===== src/rtl/mux_tree_pipe.sv =====
// Pipelined N:1 mux for WIDTH-bit channels built from registered radix-4 stages,
// with valid/ready handshake, per-beat captured select and an auto-scan pointer.
module mux_tree_pipe #(
   parameter int unsigned WIDTH = 8,
   parameter int unsigned N     = 8,
   localparam int unsigned SELW   = $clog2(N),
   localparam int unsigned STAGES = (N <= 4) ? 1 : ((N <= 16) ? 2 : 3)
) (
   input  logic                 clk,
   input  logic                 rst,
   input  logic [N*WIDTH-1:0]   in_data,
   input  logic                 in_valid,
   output logic                 in_ready,
   input  logic                 mode,
   input  logic [SELW-1:0]      sel,
   input  logic                 scan_clr,
   output logic [WIDTH-1:0]     out_data,
   output logic [SELW-1:0]      out_ch,
   output logic                 out_valid,
   input  logic                 out_ready
);

   localparam int unsigned PADN = 4 ** STAGES;

   logic                 stall;
   logic                 accept;
   logic [SELW-1:0]      scan_d, scan_q;
   logic [SELW:0]        sel_ext;
   logic [SELW-1:0]      ch_acc;
   logic [PADN*WIDTH-1:0] in_flat;
   logic [WIDTH-1:0]     in_pad [PADN];

   assign stall    = out_valid && !out_ready;
   assign in_ready = !stall;
   assign accept   = in_valid && in_ready;

   // Out-of-range manual selects clamp to the last real channel.
   assign sel_ext = {1'b0, sel};
   assign ch_acc  = mode ? scan_q :
                    ((sel_ext >= (SELW+1)'(N)) ? SELW'(N - 1) : sel);

   // Pad to a full radix-4 tree; padded channels are zero and never selected.
   assign in_flat = (PADN*WIDTH)'(in_data);
   always_comb begin
      for (int k = 0; k < PADN; k++) begin
         in_pad[k] = in_flat[k*WIDTH +: WIDTH];
      end
   end

   always_comb begin
      scan_d = scan_q;
      if (scan_clr) begin
         scan_d = '0;
      end else if (accept && mode) begin
         scan_d = (scan_q == SELW'(N - 1)) ? '0 : scan_q + SELW'(1);
      end
   end

   always_ff @(posedge clk) begin
      if (rst) begin
         scan_q <= '0;
      end else begin
         scan_q <= scan_d;
      end
   end

   for (genvar s = 0; s < STAGES; s++) begin : g_st
      localparam int unsigned NODES = 4 ** (STAGES - 1 - s);
      localparam int unsigned IW    = $clog2(4 * NODES);

      logic [WIDTH-1:0] src [4*NODES];
      logic             src_valid;
      logic [SELW-1:0]  src_ch;
      logic [1:0]       idx;
      logic [IW-1:0]    pos;
      logic [WIDTH-1:0] data_d [NODES];
      logic [WIDTH-1:0] data_q [NODES];
      logic             valid_d, valid_q;
      logic [SELW-1:0]  ch_d, ch_q;

      if (s == 0) begin : g_head
         assign src       = in_pad;
         assign src_valid = in_valid;
         assign src_ch    = ch_acc;
      end else begin : g_body
         assign src       = g_st[s-1].data_q;
         assign src_valid = g_st[s-1].valid_q;
         assign src_ch    = g_st[s-1].ch_q;
      end

      // Each stage consumes the next two select bits of the carried tag.
      assign idx = 2'(src_ch >> (2 * s));

      always_comb begin
         valid_d = valid_q;
         ch_d    = ch_q;
         data_d  = data_q;
         pos     = '0;
         if (!stall) begin
            valid_d = src_valid;
            ch_d    = src_ch;
            for (int j = 0; j < NODES; j++) begin
               pos       = IW'(4 * j) | IW'(idx);
               data_d[j] = src[pos];
            end
         end
      end

      always_ff @(posedge clk) begin
         if (rst) begin
            valid_q <= 1'b0;
            ch_q    <= '0;
            for (int j = 0; j < NODES; j++) begin
               data_q[j] <= '0;
            end
         end else begin
            valid_q <= valid_d;
            ch_q    <= ch_d;
            data_q  <= data_d;
         end
      end
   end

   assign out_valid = g_st[STAGES-1].valid_q;
   assign out_data  = g_st[STAGES-1].data_q[0];
   assign out_ch    = g_st[STAGES-1].ch_q;

endmodule


===== config.mk =====
export PLATFORM = sky130hd
export DESIGN_NAME = mux_tree_pipe
export DESIGN_NICKNAME = d
export VERILOG_FILES = /design/src/rtl/mux_tree_pipe.sv
export SDC_FILE = /design/constraint.sdc
export NUM_CORES = 1
export LEC_CHECK = 0
export CORE_UTILIZATION = 44
export DETAILED_ROUTE_END_ITERATION = 8
export PLACE_DENSITY = 0.79
export SYNTH_ARGS = -nofsm -noshare
export SYNTH_HDL_FRONTEND = slang
export SYNTH_SLANG_ARGS = --single-unit

===== constraint.sdc =====
create_clock -name clk -period 2.9 [get_ports clk]
set_input_delay 0.29 -clock clk [delete_from_list [all_inputs] [get_ports clk]]
set_output_delay 0.29 -clock clk [all_outputs]
set_load 0.01 [all_outputs]

== Yosys cells after proc, flatten, opt, wreduce, memory -nomap -nowiden ==
Index checks and enable logic that the tools add are counted.

* Add/sub/neg operators: 1
* Multiply operators: 0
* Divide/modulo/power cells: 0
* $lt $le $gt $ge: 6
* Equal/unequal tests: 1
* Shift-type cells: 0
* Mux-type cells: 18
* Bitwise operators: 5
* Reduce and logical (&&, ||, !) cells: 6

{| class="wikitable"
|+ Operators with widths
! kind !! count
|-
| 8-bit binary-select mux with 4-bit select || 4
|-
| 8-bit two-way mux || 10
|-
| 5-bit greater-or-equal comparator, second input constant || 4
|-
| 8-bit binary-select mux with 2-bit select || 1
|-
| 4-bit inverter with 5-bit output || 2
|-
| 3-bit two-way mux || 3
|-
| 2-bit inverter with 5-bit output || 1
|-
| 3-bit inverter with 5-bit output || 1
|-
| 3-bit by 4-bit greater-or-equal comparator with 1-bit output, second input constant || 1
|-
| 3-bit by 1-bit adder with 3-bit output, second input constant || 1
|-
| 3-bit == test, second input constant || 1
|-
| 3-bit greater-or-equal comparator, second input constant || 1
|-
| 1-bit logical AND || 3
|-
| 1-bit inverter with 3-bit output || 1
|-
| 1-bit zero test || 2
|-
| 2-bit OR reduction || 1
|}

* Flip-flop bits (word level): 51
* Latch bits: 0
* Bits in writable memories: 0
* Memory bits (read-only): 0
* Input bits: 73
* Output and inout port bits: 13
* Logic and storage cells: 47
* Memories kept: 0

== Logic depth before layout (Yosys ltp) ==
Gate-level depths: netlist of the first run.

* Word-level depth: 7
* Mapped depth: 7
* Depth with buffers taken out: 5

== Least setup slack after synthesis of the first run ==
Ideal clock, no wire load.

* Path kind: input to register
* From: in mode
* To: reg g_st[0].data_q[30] (netlist bit)
* Setup time: 0.140 ns
* Arrival: 1.338 ns
* Required time: 2.760 ns
* Path slack: 1.422 ns
* Stages on the path: 7
* Path buffers: 3
* Cells stage by stage: buf_6 or2_2 buf_2 buf_4 o22ai_1 a22o_1 a211oi_2

* Cells in the longest elaborated chain, start to end: 5

{| class="wikitable"
|+ RTL lines
! element !! line !! RTL
|-
| start: declaration || 14 || <nowiki>input logic mode,</nowiki>
|-
| 3-bit two-way mux || 39 || <nowiki>assign ch_acc = mode ? scan_q :</nowiki>
|-
| 2-bit inverter with 5-bit output (not written as such) || 104 || <nowiki>data_d[j] = src[pos];</nowiki>
|-
| 8-bit binary-select mux with 4-bit select || 104 ||
|-
| 8-bit two-way mux (not written as such) (2 in a row) || 104 ||
|-
| end signal: assignment || 119 || <nowiki>data_q <= data_d;</nowiki>
|-
| end: declaration || 77 || <nowiki>logic [WIDTH-1:0] data_q [NODES];</nowiki>
|}

Every way passes these cells. The select of a mux whose other input is x is not followed.
A chain may end at the register's enable or synchronous reset.

== Final worst setup path of the first run ==
* From: in mode
* To: reg g_st[0].data_q[19] (netlist bit)

* Cells in the longest elaborated chain, start to end: 5

{| class="wikitable"
|+ RTL lines
! element !! line
|-
| 3-bit two-way mux || 39
|-
| 3-bit inverter with 5-bit output (not written as such) || 104
|-
| 8-bit binary-select mux with 4-bit select || 104
|-
| 8-bit two-way mux (not written as such) (2 in a row) || 104
|}

Every way passes these cells. The select of a mux whose other input is x is not followed.

==> results of run 1 <==
-- state kept, by name, summed over array words and instances (netlist names) --
name and flops:
g_st.ch_q 3, g_st.data_q 16, g_st.valid_q 1, out_ch 3
out_data 8, out_valid 1, scan_q 3
-- worst paths after layout --
kind	start	endpoint
setup / recovery	mode	g_st[0].data_q[19]
hold / removal	out_ch[0]	out_ch[0]
setup reg to reg	scan_q[0]	g_st[0].data_q[25]
hold reg to reg	out_ch[0]	out_ch[0]
-- power by group through the flow --
stage	Clock [mW]	Sequential, mW	Combinational [mW]
floorplan	0	0.551	0.192
finish	0.376	0.547	0.346
CTS	0.387	0.547	0.346
global route	0.409	0.551	0.378
detailed placement	0	0.558	0.344
global placement	0	0.556	0.341
-- metal layers --
metal	vias to the layer above	GRT usage
li1	1202	-
met1	1061	0.325
met2	74	0.381
met3	2	0.0455
met4	0	0.0679
met5	-	0
-- worst register-to-register path, stage by stage, from the launching register on --
cell and delay [ns]:
sky130_fd_sc_hd__dfxtp_1 0.80, sky130_fd_sc_hd__buf_4 0.37, sky130_fd_sc_hd__nand2_1 0.08, sky130_fd_sc_hd__a22o_1 0.18, sky130_fd_sc_hd__a22o_1 0.21, sky130_fd_sc_hd__a211oi_2 0.21
-- logic make-up after synthesis --
logic type               count (synthesis)  synth area share
adder cells (fa/ha/maj)                  2            0.0106
flip-flops                              35             0.297
multiplexers                            14            0.0668
AND/OR/NAND/NOR                        145             0.275
buffers and inverters                   32            0.0774
AO/OA/AOI/OAI                           78             0.274
-- cells in the mapped netlist (2+ instances only) --
| master | count |
|---|---|
| sky130_fd_sc_hd__nand2_1 | 72 |
| sky130_fd_sc_hd__dfxtp_1 | 35 |
| sky130_fd_sc_hd__nor2b_1 | 34 |
| sky130_fd_sc_hd__a22o_1 | 32 |
| sky130_fd_sc_hd__nor2_1 | 30 |
| sky130_fd_sc_hd__a211oi_1 | 16 |
| sky130_fd_sc_hd__o22ai_1 | 16 |
| sky130_fd_sc_hd__clkbuf_1 | 12 |
| sky130_fd_sc_hd__mux2i_1 | 12 |
| sky130_fd_sc_hd__a211oi_2 | 10 |
| sky130_fd_sc_hd__buf_2 | 7 |
| sky130_fd_sc_hd__buf_4 | 6 |
| sky130_fd_sc_hd__nor3_1 | 5 |
| sky130_fd_sc_hd__a21oi_1 | 4 |
| sky130_fd_sc_hd__buf_6 | 4 |
| sky130_fd_sc_hd__ha_1 | 2 |
-- layout make-up --
cell class                      instances  area (um2)  share of cell area
Sequential cell                        35         701               0.215
Inverter                                1        3.75             0.00115
Timing Repair Buffer                   91         896               0.274
Multi-Input combinational cell        239        1480               0.452
Tap cell                               70        87.6              0.0268
Clock buffer                            8         100              0.0307
-- per-stage QoR --
| step | hold WS, ns | utilization | area, um2 | std cells | setup slack (ns) |
|---|---|---|---|---|---|
| 5_1_grt | 0.468 | 0.635 | 3260 | 444 | 0.799 |
| 4_1_cts | 0.455 | 0.635 | 3260 | 444 | 0.906 |
| 6_report | 0.454 | 0.635 | 3260 | 444 | 0.897 |
| 2_1_floorplan | 0.369 | - | 2360 | 306 | 1.42 |
| 3_5_place_dp | 0.446 | 0.616 | 3160 | 436 | 0.621 |
| 3_3_place_gp | 0.438 | 0.616 | 3160 | 436 | 0.689 |
-- layout by cell type, fill, tap and decap left out, drive strengths merged --
cell / netlist / final
a211oi: 26 / 26
mux2i: 13 / 13
clkbuf: 13 / 8
and3: 1 / 1
nand2b: 1 / 1
or2: 1 / 1
ha: 2 / 2
a21oi: 4 / 4
dfxtp: 35 / 35
inv: 1 / 1
mux2: 1 / 1
nor2b: 34 / 34
nand2: 72 / 72
o22ai: 16 / 16
buf: 18 / 6
and2: 1 / 1
nor3: 5 / 5
a22o: 32 / 32
nor2: 30 / 30
clkdlybuf4s50: 0 / 85
==> insert_results.sql, run 1 <==
INSERT INTO impl_metrics (metric_group, metric, value, unit) VALUES
('status', 'status', 'finished clean', ''),
('clock_network', 'cts_setup_buffers', '0', ''),
('logic_synthesis', 'synth_cell_types', '25', ''),
('placement', 'io_buffer_count', '85', ''),
('timing', 'report.final.setup_viol', '0', ''),
('critical_path', 'crit_chain', 'clkdlybuf4s50_1, mux2i_4, nand2_1, a22o_1, a211oi_2', ''),
('clock_network', 'cts.reportedPaths.clkPinSlew', '0.06', 'ns'),
('route', 'top_layer_used', 'met4', ''),
('hold_path', 'min-delay-path-class', 'reg2reg', ''),
('floorplanning', 'die_area', '5660', 'um2'),
('critical_path', 'worstSetupEndpointType', 'flop', ''),
('critical_path', 'critical_path.max_fanout', '17', ''),
('floorplanning', 'die_h', '75.2', 'um'),
('power', 'power', '1.27', 'mW'),
('global_route', 'first_global_vias', '2158', ''),
('hold_path', 'whs_path_depth', '2', ''),
('logic_synthesis', 'synth.top_cell.area_share', '0.297', ''),
('clock_network', 'clk_latency', '0.28', 'ns'),
('timing', 'slew-limit-headroom', '0.509', ''),
('logic_synthesis', 'synth-seq-area-share', '0.297', ''),
('power', 'clock_power_share', '0.296', ''),
('logic_synthesis', 'per_instance_average_area_after_synthesis', '7.71', 'um2'),
('floorplanning', 'core_box_area', '5140', 'um2'),
('power', 'worst_ir_drop_vdd', '0.202', 'mV'),
('critical_path', 'timing.critical_path.max_delay_family', 'buffers and inverters', ''),
('timing', 'fin_setup_tns', '0', 'ns'),
('critical_path', 'cp.required', '3.10', 'ns'),
('timing', 'grt_setup_unrepaired', 'no', ''),
('logic_synthesis', 'synth.cell_area', '2360', 'um2'),
('global_route', 'grt_antenna_before_repair', '0', ''),
('timing', 'post_route_minimum_period', '2.00', 'ns'),
('timing', 'clock-skew-final', '0.00271', 'ns'),
('logic_synthesis', 'synth_cells', '306', ''),
('floorplanning', 'effective_utilization_at_floorplan', '0.459', ''),
('critical_path', 'timing.reg2reg.setup_slack', '0.98', 'ns'),
('critical_path', 'critical_path_cell_count', '5', ''),
('cells_and_area', 'num-fill-cells', '494', ''),
('logic_synthesis', 'syn_nets', '381', ''),
('clock_network', 'clock_path_buffers', '2', ''),
('power', 'netSwitchingPower', '0.327', 'mW'),
('critical_path', 'cp_slowest_stage_delay', '0.74', 'ns'),
('logic_synthesis', 'yosysWarnings', '0', ''),
('clock_network', 'clock_sinks', '35', ''),
('critical_path', 'rr_worst_depth', '5', ''),
('critical_path', 'crit_arrival', '2.20', 'ns'),
('critical_path', 'path_buf_inv', '1', ''),
('critical_path', 'worst_setup_path_start_kind', 'input port', ''),
('power', 'power_switching_share', '0.258', ''),
('power', 'power.leakage', '1.27', 'nW'),
('route', 'num_vias', '2339', ''),
('global_route', 'gr-usage-all-layers', '0.237', ''),
('cells_and_area', 'syn_to_final_growth', '38.3', '%'),
('floorplanning', 'fp-row-count', '26', ''),
('timing', 'max_slew.worst_pin.slew', '0.736', 'ns'),
('route', 'routed_wirelength', '6320', 'um'),
('clock_network', 'cts_tree', 'built', ''),
('logic_synthesis', 'synth-edff-count', '0', ''),
('clock_network', 'numCtsBuffers', '5', ''),
('power', 'power.share.sequential', '0.431', ''),
('flow_run', 'max_cap_violations', '0', ''),
('placement', 'globalplace.congestion', '0.873', ''),
('power', 'power_frac_comb', '0.273', ''),
('cells_and_area', 'post_route_cells_drive_above_1_share', '0.0749', ''),
('logic_synthesis', 'synth_largest_area_cell', 'sky130_fd_sc_hd__dfxtp_1', ''),
('clock_network', 'cts-hold-fix-buffers', '0', ''),
('floorplanning', 'io-pin-count', '86', ''),
('power', 'p_int', '0.941', 'mW'),
('route', 'routedWlPerCell', '14.2', 'um'),
('power', 'power-per-cell-area', '388', 'nW/um2'),
('critical_path', 'worst_path_max_delay_cell', 'sky130_fd_sc_hd__clkdlybuf4s50_1', ''),
('route', 'initialDrtViolationCount', '122', '');
Note: power is estimated with default switching activity, not from simulation.
==> inputs of run 2 (changes only) <==
--- a/config.mk
+++ b/config.mk
@@ -5,9 +5,9 @@
 export SDC_FILE = /design/constraint.sdc
 export NUM_CORES = 1
 export LEC_CHECK = 0
-export CORE_UTILIZATION = 44
+export CORE_UTILIZATION = 41
 export DETAILED_ROUTE_END_ITERATION = 8
-export PLACE_DENSITY = 0.79
+export PLACE_DENSITY = 0.78
 export SYNTH_ARGS = -nofsm -noshare
 export SYNTH_HDL_FRONTEND = slang
 export SYNTH_SLANG_ARGS = --single-unit
==> constraint.sdc (replaced) <==
create_clock -name clk -period 1.8 [get_ports clk]
set_input_delay 0.18 -clock clk [delete_from_list [all_inputs] [get_ports clk]]
set_output_delay 0.18 -clock clk [all_outputs]
set_load 0.01 [all_outputs]
==> run 2 against run 1 <==
Against the previous run:
- worst setup slack worse by 0.72 ns
- clock power is 52% higher
- cell count is 1.4% higher
- first-iteration DRC count is 22% higher
- clock skew hardly changed
- clock-buffer cell count is 2 lower
- via count is 3.1% higher
- largest cell class unchanged
- largest power group unchanged
==> insert_results.sql, run 2 (synthesis gave the netlist of run 1 again) <==
INSERT INTO impl_metrics (metric_group, metric, value, unit) VALUES
('clock_network', 'numCtsBuffers', '5', ''),
('floorplanning', 'die_h', '77.9', 'um'),
('clock_network', 'htreeDepth', '2', ''),
('floorplanning', 'core_box_area', '5540', 'um2'),
('clock_network', 'cts_tree', 'built', ''),
('timing', 'maxSlewViolCount', '0', ''),
('cells_and_area', 'top_register', 'g_st.data_q', ''),
('status', 'status', 'finished clean', ''),
('critical_path', 'worstSetupEndpointType', 'flop', ''),
('power', 'worst_ir_drop_vdd', '0.308', 'mV'),
('power', 'power-per-cell-area', '609', 'nW/um2'),
('clock_network', 'post_cts_resize_count', '0', ''),
('power', 'netSwitchingPower', '0.545', 'mW'),
('power', 'power.leakage', '1.30', 'nW'),
('floorplanning', 'effective_utilization_at_floorplan', '0.426', ''),
('route', 'dr.pass1.iters', '4', ''),
('cells_and_area', 'num-fill-cells', '506', ''),
('power', 'power', '2.03', 'mW'),
('cells_and_area', 'flip_flop_count_of_the_largest_register_all_copies_and_words_added', '16', ''),
('timing', 'clock-skew-final', '0.00262', 'ns'),
('global_route', 'grt_start_max_net_pins', '36', ''),
('power', 'power_switching_share', '0.269', ''),
('route', 'routed_wirelength', '6320', 'um'),
('hold_path', 'min_to', 'out_ch[2]', ''),
('global_route', 'first_global_vias', '2189', ''),
('critical_path', 'setup.worst_path.class', 'in2reg', ''),
('route', 'initialDrtViolationCount', '149', ''),
('critical_path', 'cp.required', '2.01', 'ns'),
('critical_path', 'r2r-end', 'g_st[0].data_q[25]', ''),
('floorplanning', 'fp-row-count', '27', ''),
('clock_network', 'clock_path_buffers', '2', ''),
('route', 'routedWlPerCell', '14.1', 'um'),
('clock_network', 'cts-hold-fix-buffers', '0', ''),
('cells_and_area', 'post_route_cells_drive_above_1_share', '0.0873', ''),
('hold_path', 'whs_path_depth', '2', ''),
('critical_path', 'worst_setup_path_start_kind', 'input port', ''),
('timing', 'grt_setup_unrepaired', 'no', ''),
('cells_and_area', 'layout.cells.most_common', 'sky130_fd_sc_hd__clkdlybuf4s50_1', ''),
('hold_path', 'min-delay-path-class', 'reg2reg', ''),
('timing', 'timing.final.hold_violations', '0', ''),
('power', 'p_int', '1.48', 'mW'),
('critical_path', 'critical_path.max_fanout', '17', ''),
('cells_and_area', 'final-instance-count-excl-fill', '450', ''),
('floorplanning', 'io-pin-count', '86', ''),
('route', 'remaining_drc_errors', '0', ''),
('cells_and_area', 'syn_to_final_growth', '41.1', '%'),
('hold_path', 'hold_path.startpoint', 'out_ch[2]', ''),
('placement', 'dp.final_hpwl', '4600', 'um'),
('global_route', 'grt_pass1_wl', '10300', 'um'),
('timing', 'fin_setup_tns', '0', 'ns'),
('timing', 'fin_worst_hold_slack', '0.449', 'ns'),
('power', 'clock_power_share', '0.281', ''),
('global_route', 'gr-usage-all-layers', '0.215', ''),
('timing', 'max_slew.worst_pin.slew', '0.543', 'ns'),
('route', 'drt-vias-per-instance', '5.36', ''),
('placement', 'globalplace.congestion', '0.919', ''),
('clock_network', 'root_buffer', 'sky130_fd_sc_hd__clkbuf_8', ''),
('critical_path', 'timing.reg2reg.setup_slack', '0.23', 'ns'),
('placement', 'io_buffer_count', '85', ''),
('flow_run', 'max_cap_violations', '0', ''),
('critical_path', 'crit_arrival', '1.83', 'ns'),
('floorplanning', 'floorplan.die.width', '77.9', 'um'),
('floorplanning', 'die_area', '6060', 'um2'),
('placement', 'placed_cell_count', '443', ''),
('timing', 'slew-limit-headroom', '0.637', ''),
('timing', 'period_share', '0.901', ''),
('clock_network', 'cts.reportedPaths.clkPinSlew', '0.07', 'ns'),
('power', 'power.share.sequential', '0.431', ''),
('cells_and_area', 'num-nets-final', '453', ''),
('critical_path', 'rr_worst_depth', '5', ''),
('cells_and_area', 'layout.cell_area.non_filler', '3330', 'um2'),
('route', 'num_vias', '2412', ''),
('power', 'power_frac_comb', '0.287', ''),
('critical_path', 'reg2reg_from', 'scan_q[0]', ''),
('cells_and_area', 'layout_common_cells', '85 x sky130_fd_sc_hd__clkdlybuf4s50_1, 72 x sky130_fd_sc_hd__nand2_1, 35 x sky130_fd_sc_hd__dfxtp_1', ''),
('timing', 'report.final.setup_viol', '0', ''),
('clock_network', 'clk_latency', '0.28', 'ns'),
('global_route', 'grt_remaining_overflow', '0', ''),
('clock_network', 'clock_sinks', '35', ''),
('placement', 'post_dp_cell_area', '3240', 'um2'),
('global_route', 'grt_antenna_before_repair', '0', ''),
('route', 'route.antenna.remaining_nets', '0', ''),
('clock_network', 'cts_setup_buffers', '0', ''),
('timing', 'max_freq', '616', 'MHz'),
('cells_and_area', 'insertedDiodeCount', '0', ''),
('timing', 'post_route_minimum_period', '1.62', 'ns');
[run 2: critical path: stages]
cell,delay (ns)
sky130_fd_sc_hd__clkdlybuf4s50_1,0.55
sky130_fd_sc_hd__buf_4,0.22
sky130_fd_sc_hd__and2_4,0.22
sky130_fd_sc_hd__a22o_1,0.22
sky130_fd_sc_hd__a22o_1,0.22
sky130_fd_sc_hd__a211oi_2,0.22
[run 2: through the flow]
stage,util,setup WS [ns]
after global placement,0.585,-0.0695
after global routing,0.601,0.104
after floorplan,-,0.376
after detailed placement,0.585,-0.0985
final,0.601,0.178
after CTS,0.601,0.191
[run 2: worst max path at each step]
stage / endpoint / slack, ns / startpoint
floorplan: scan_q[0] / 0.38 / out_valid
global placement: g_st[0].data_q[22] / -0.07 / mode
detailed placement: g_st[0].data_q[20] / -0.1 / mode
CTS: g_st[0].data_q[25] / 0.19 / mode
global route: g_st[0].data_q[22] / 0.10 / mode
finish: g_st[0].data_q[25] / 0.18 / mode
[run 2: final cells by class]
cell class / count / area, um2 / area share
Clock buffer: 6 / 82.6 / 0.0248
Clock inverter: 1 / 5.00 / 0.00150
Inverter: 1 / 3.75 / 0.00113
Multi-Input combinational cell: 239 / 1480 / 0.443
Sequential cell: 35 / 701 / 0.210
Tap cell: 72 / 90.1 / 0.0271
Timing Repair Buffer: 96 / 971 / 0.292
[run 2: power groups by stage]
stage	registers [mW]	logic (mW)	clock network [mW]
after floorplan	0.888	0.309	0
after global placement	0.891	0.573	0
after detailed placement	0.893	0.581	0
after CTS	0.875	0.583	0.576
after global routing	0.883	0.630	0.618
final	0.875	0.583	0.570
[run 2: per-layer routing]
metal | wire length (um) | vias up | track usage
li1 | - | 1212 | -
met1 | 2880 | 1089 | 0.306
met2 | 2860 | 100 | 0.318
met3 | 464 | 11 | 0.0306
met4 | 121 | 0 | 0.0981
met5 | 0 | - | 0
==> inputs of run 3 (changes only) <==
--- a/config.mk
+++ b/config.mk
@@ -5,9 +5,11 @@
 export SDC_FILE = /design/constraint.sdc
 export NUM_CORES = 1
 export LEC_CHECK = 0
+export CAP_MARGIN = 0
 export CORE_UTILIZATION = 41
 export DETAILED_ROUTE_END_ITERATION = 8
 export PLACE_DENSITY = 0.78
+export RECOVER_POWER = 25
 export SYNTH_ARGS = -nofsm -noshare
 export SYNTH_HDL_FRONTEND = slang
 export SYNTH_SLANG_ARGS = --single-unit
==> run 3 against run 2 <==
Against the previous run:
- power hardly changed
- wire length hardly changed
- via count hardly changed
- flip-flop and latch count stayed put
- combinational power hardly changed
- utilization hardly changed
- clock-buffer cell count stayed put
- largest power group unchanged
- critical path depth is 1 lower
- global-route usage stayed put
- clock power hardly changed
- die area stayed put
==> insert_results.sql, run 3 (synthesis gave the netlist of run 1 again) <==
INSERT INTO impl_metrics (metric_group, metric, value, unit) VALUES
('global_route', 'gr-usage-all-layers', '0.215', ''),
('critical_path', 'timing.reg2reg.setup_slack', '0.22', 'ns'),
('floorplanning', 'effective_utilization_at_floorplan', '0.426', ''),
('clock_network', 'numCtsBuffers', '5', ''),
('timing', 'maxSlewViolCount', '0', ''),
('critical_path', 'r2r-end', 'g_st[0].data_q[25]', ''),
('critical_path', 'path_buf_inv', '1', ''),
('route', 'routed_wirelength', '6320', 'um'),
('hold_path', 'min_to', 'out_ch[2]', ''),
('cells_and_area', 'num-fill-cells', '507', ''),
('placement', 'globalplace.congestion', '0.919', ''),
('timing', 'clock-skew-final', '0.00262', 'ns'),
('cells_and_area', 'syn_to_final_growth', '41.0', '%'),
('critical_path', 'rr_worst_depth', '5', ''),
('timing', 'timing.final.hold_violations', '0', ''),
('clock_network', 'cts_tree', 'built', ''),
('critical_path', 'crit_arrival', '1.83', 'ns'),
('route', 'remaining_drc_errors', '0', ''),
('hold_path', 'min-delay-path-class', 'reg2reg', ''),
('power', 'power-per-cell-area', '609', 'nW/um2'),
('critical_path', 'cp.required', '2.00', 'ns'),
('cells_and_area', 'insertedDiodeCount', '0', ''),
('clock_network', 'clk_latency', '0.28', 'ns'),
('timing', 'setup_ws', '0.167', 'ns'),
('critical_path', 'worst_setup_path_start_kind', 'input port', ''),
('placement', 'placed_cell_count', '443', ''),
('global_route', 'grt_start_max_net_pins', '36', ''),
('cells_and_area', 'layout.area.seq', '701', 'um2'),
('status', 'status', 'finished clean', ''),
('critical_path', 'cp_slowest_stage_delay', '0.63', 'ns'),
('timing', 'slew-limit-headroom', '0.445', ''),
('flow_run', 'max_cap_violations', '0', ''),
('clock_network', 'root_buffer', 'sky130_fd_sc_hd__clkbuf_8', ''),
('clock_network', 'cts-hold-fix-buffers', '0', ''),
('critical_path', 'timing.critical_path.max_delay_family', 'buffers and inverters', ''),
('route', 'routedWlPerCell', '14.0', 'um'),
('clock_network', 'post_cts_resize_count', '0', ''),
('timing', 'report.final.setup_viol', '0', ''),
('route', 'route.antenna.remaining_nets', '0', ''),
('critical_path', 'setup.worst_path.class', 'in2reg', ''),
('floorplanning', 'fp-row-count', '27', ''),
('critical_path', 'critical_path.max_fanout', '16', ''),
('critical_path', 'worst_path_max_delay_cell', 'sky130_fd_sc_hd__clkdlybuf4s50_1', ''),
('route', 'initialDrtViolationCount', '149', ''),
('floorplanning', 'floorplan.die.width', '77.9', 'um'),
('timing', 'max_freq', '612', 'MHz'),
('cells_and_area', 'final-instance-count-excl-fill', '450', ''),
('clock_network', 'htreeDepth', '2', ''),
('timing', 'grt_setup_unrepaired', 'no', ''),
('timing', 'fin_setup_tns', '0', 'ns'),
('clock_network', 'cts.reportedPaths.clkPinSlew', '0.07', 'ns'),
('timing', 'max_slew.worst_pin.slew', '0.833', 'ns'),
('global_route', 'grt_remaining_overflow', '0', ''),
('cells_and_area', 'flip_flop_count_of_the_largest_register_all_copies_and_words_added', '16', ''),
('global_route', 'first_global_vias', '2189', ''),
('hold_path', 'hold_path.startpoint', 'out_ch[2]', ''),
('global_route', 'grt_antenna_before_repair', '0', ''),
('clock_network', 'cts_setup_buffers', '0', ''),
('global_route', 'grt_pass1_wl', '10300', 'um'),
('placement', 'dp.final_hpwl', '4600', 'um'),
('cells_and_area', 'num-nets-final', '453', ''),
('placement', 'io_buffer_count', '85', ''),
('power', 'worst_ir_drop_vdd', '0.307', 'mV'),
('floorplanning', 'core_box_area', '5540', 'um2'),
('floorplanning', 'die_area', '6060', 'um2'),
('route', 'num_vias', '2413', ''),
('cells_and_area', 'post_route_cells_drive_above_1_share', '0.0873', ''),
('hold_path', 'whs_path_depth', '2', ''),
('clock_network', 'clock_path_buffers', '2', ''),
('cells_and_area', 'top_register', 'g_st.data_q', ''),
('timing', 'period_share', '0.907', ''),
('cells_and_area', 'layout_common_cells', '84 x sky130_fd_sc_hd__clkdlybuf4s50_1, 72 x sky130_fd_sc_hd__nand2_1, 35 x sky130_fd_sc_hd__dfxtp_1', ''),
('critical_path', 'reg2reg_from', 'scan_q[0]', ''),
('power', 'power.leakage', '1.30', 'nW'),
('floorplanning', 'die_h', '77.9', 'um'),
('clock_network', 'clock_sinks', '35', ''),
('cells_and_area', 'layout.cells.most_common', 'sky130_fd_sc_hd__clkdlybuf4s50_1', ''),
('floorplanning', 'io-pin-count', '86', ''),
('power', 'power', '2.03', 'mW'),
('critical_path', 'worstSetupEndpointType', 'flop', ''),
('placement', 'pre_cts_ws', '-0.0985', 'ns'),
('cells_and_area', 'multi_input_area', '1480', 'um2'),
('route', 'dr.pass1.iters', '4', ''),
('critical_path', 'crit_chain', 'clkdlybuf4s50_1, or2_2, o22ai_1, a22o_1, a211oi_2', ''),
('timing', 'post_route_minimum_period', '1.63', 'ns'),
('route', 'drt-vias-per-instance', '5.36', '');
==> run 3: worst max-delay path by stage <==
stage	start	end	cells after the start
2_1_floorplan	out_valid	scan_q[0]	7
5_1_grt	mode	g_st[0].data_q[22]	5
3_5_place_dp	mode	g_st[0].data_q[20]	5
6_report	mode	g_st[0].data_q[25]	5
3_3_place_gp	mode	g_st[0].data_q[22]	6
4_1_cts	mode	g_st[0].data_q[25]	6
==> run 3: power by group <==
part	total, mW	switching, mW	internal, mW	leakage (nW)
sequential	0.875	0.0375	0.837	0.290
clock	0.570	0.270	0.300	0.0470
combinational	0.582	0.237	0.345	0.962
==> run 3: worst reg2reg max path, delay by kind of cell (launching register included) <==
family          cells  cell delay, ns
flops               1            0.40
compound gates      2            0.49
buf+inv             1            0.22
simple gates        1            0.09
mux                 1            0.30
==> run 3: per-stage QoR <==
step                area [um2]   util  hold WS (ns)
finish                    3330  0.600         0.449
floorplan                 2360      -         0.259
global placement          3240  0.585         0.438
CTS                       3330  0.601         0.454
global route              3330  0.600         0.476
detailed placement        3240  0.585         0.446
==> run 3: metal layers <==
layer	global-route usage	wire length, um	up-vias
met5	0	0	-
met4	0.0981	121	0
met3	0.0306	463	11
met2	0.318	2860	98
met1	0.306	2870	1092
li1	-	-	1212
==> run 3: area by class of cell <==
class,count,share of cell area
Clock buffer,6,0.0248
Clock inverter,1,0.00150
Inverter,1,0.00113
Multi-Input combinational cell,239,0.444
Sequential cell,35,0.211
Tap cell,72,0.0271
Timing Repair Buffer,96,0.291
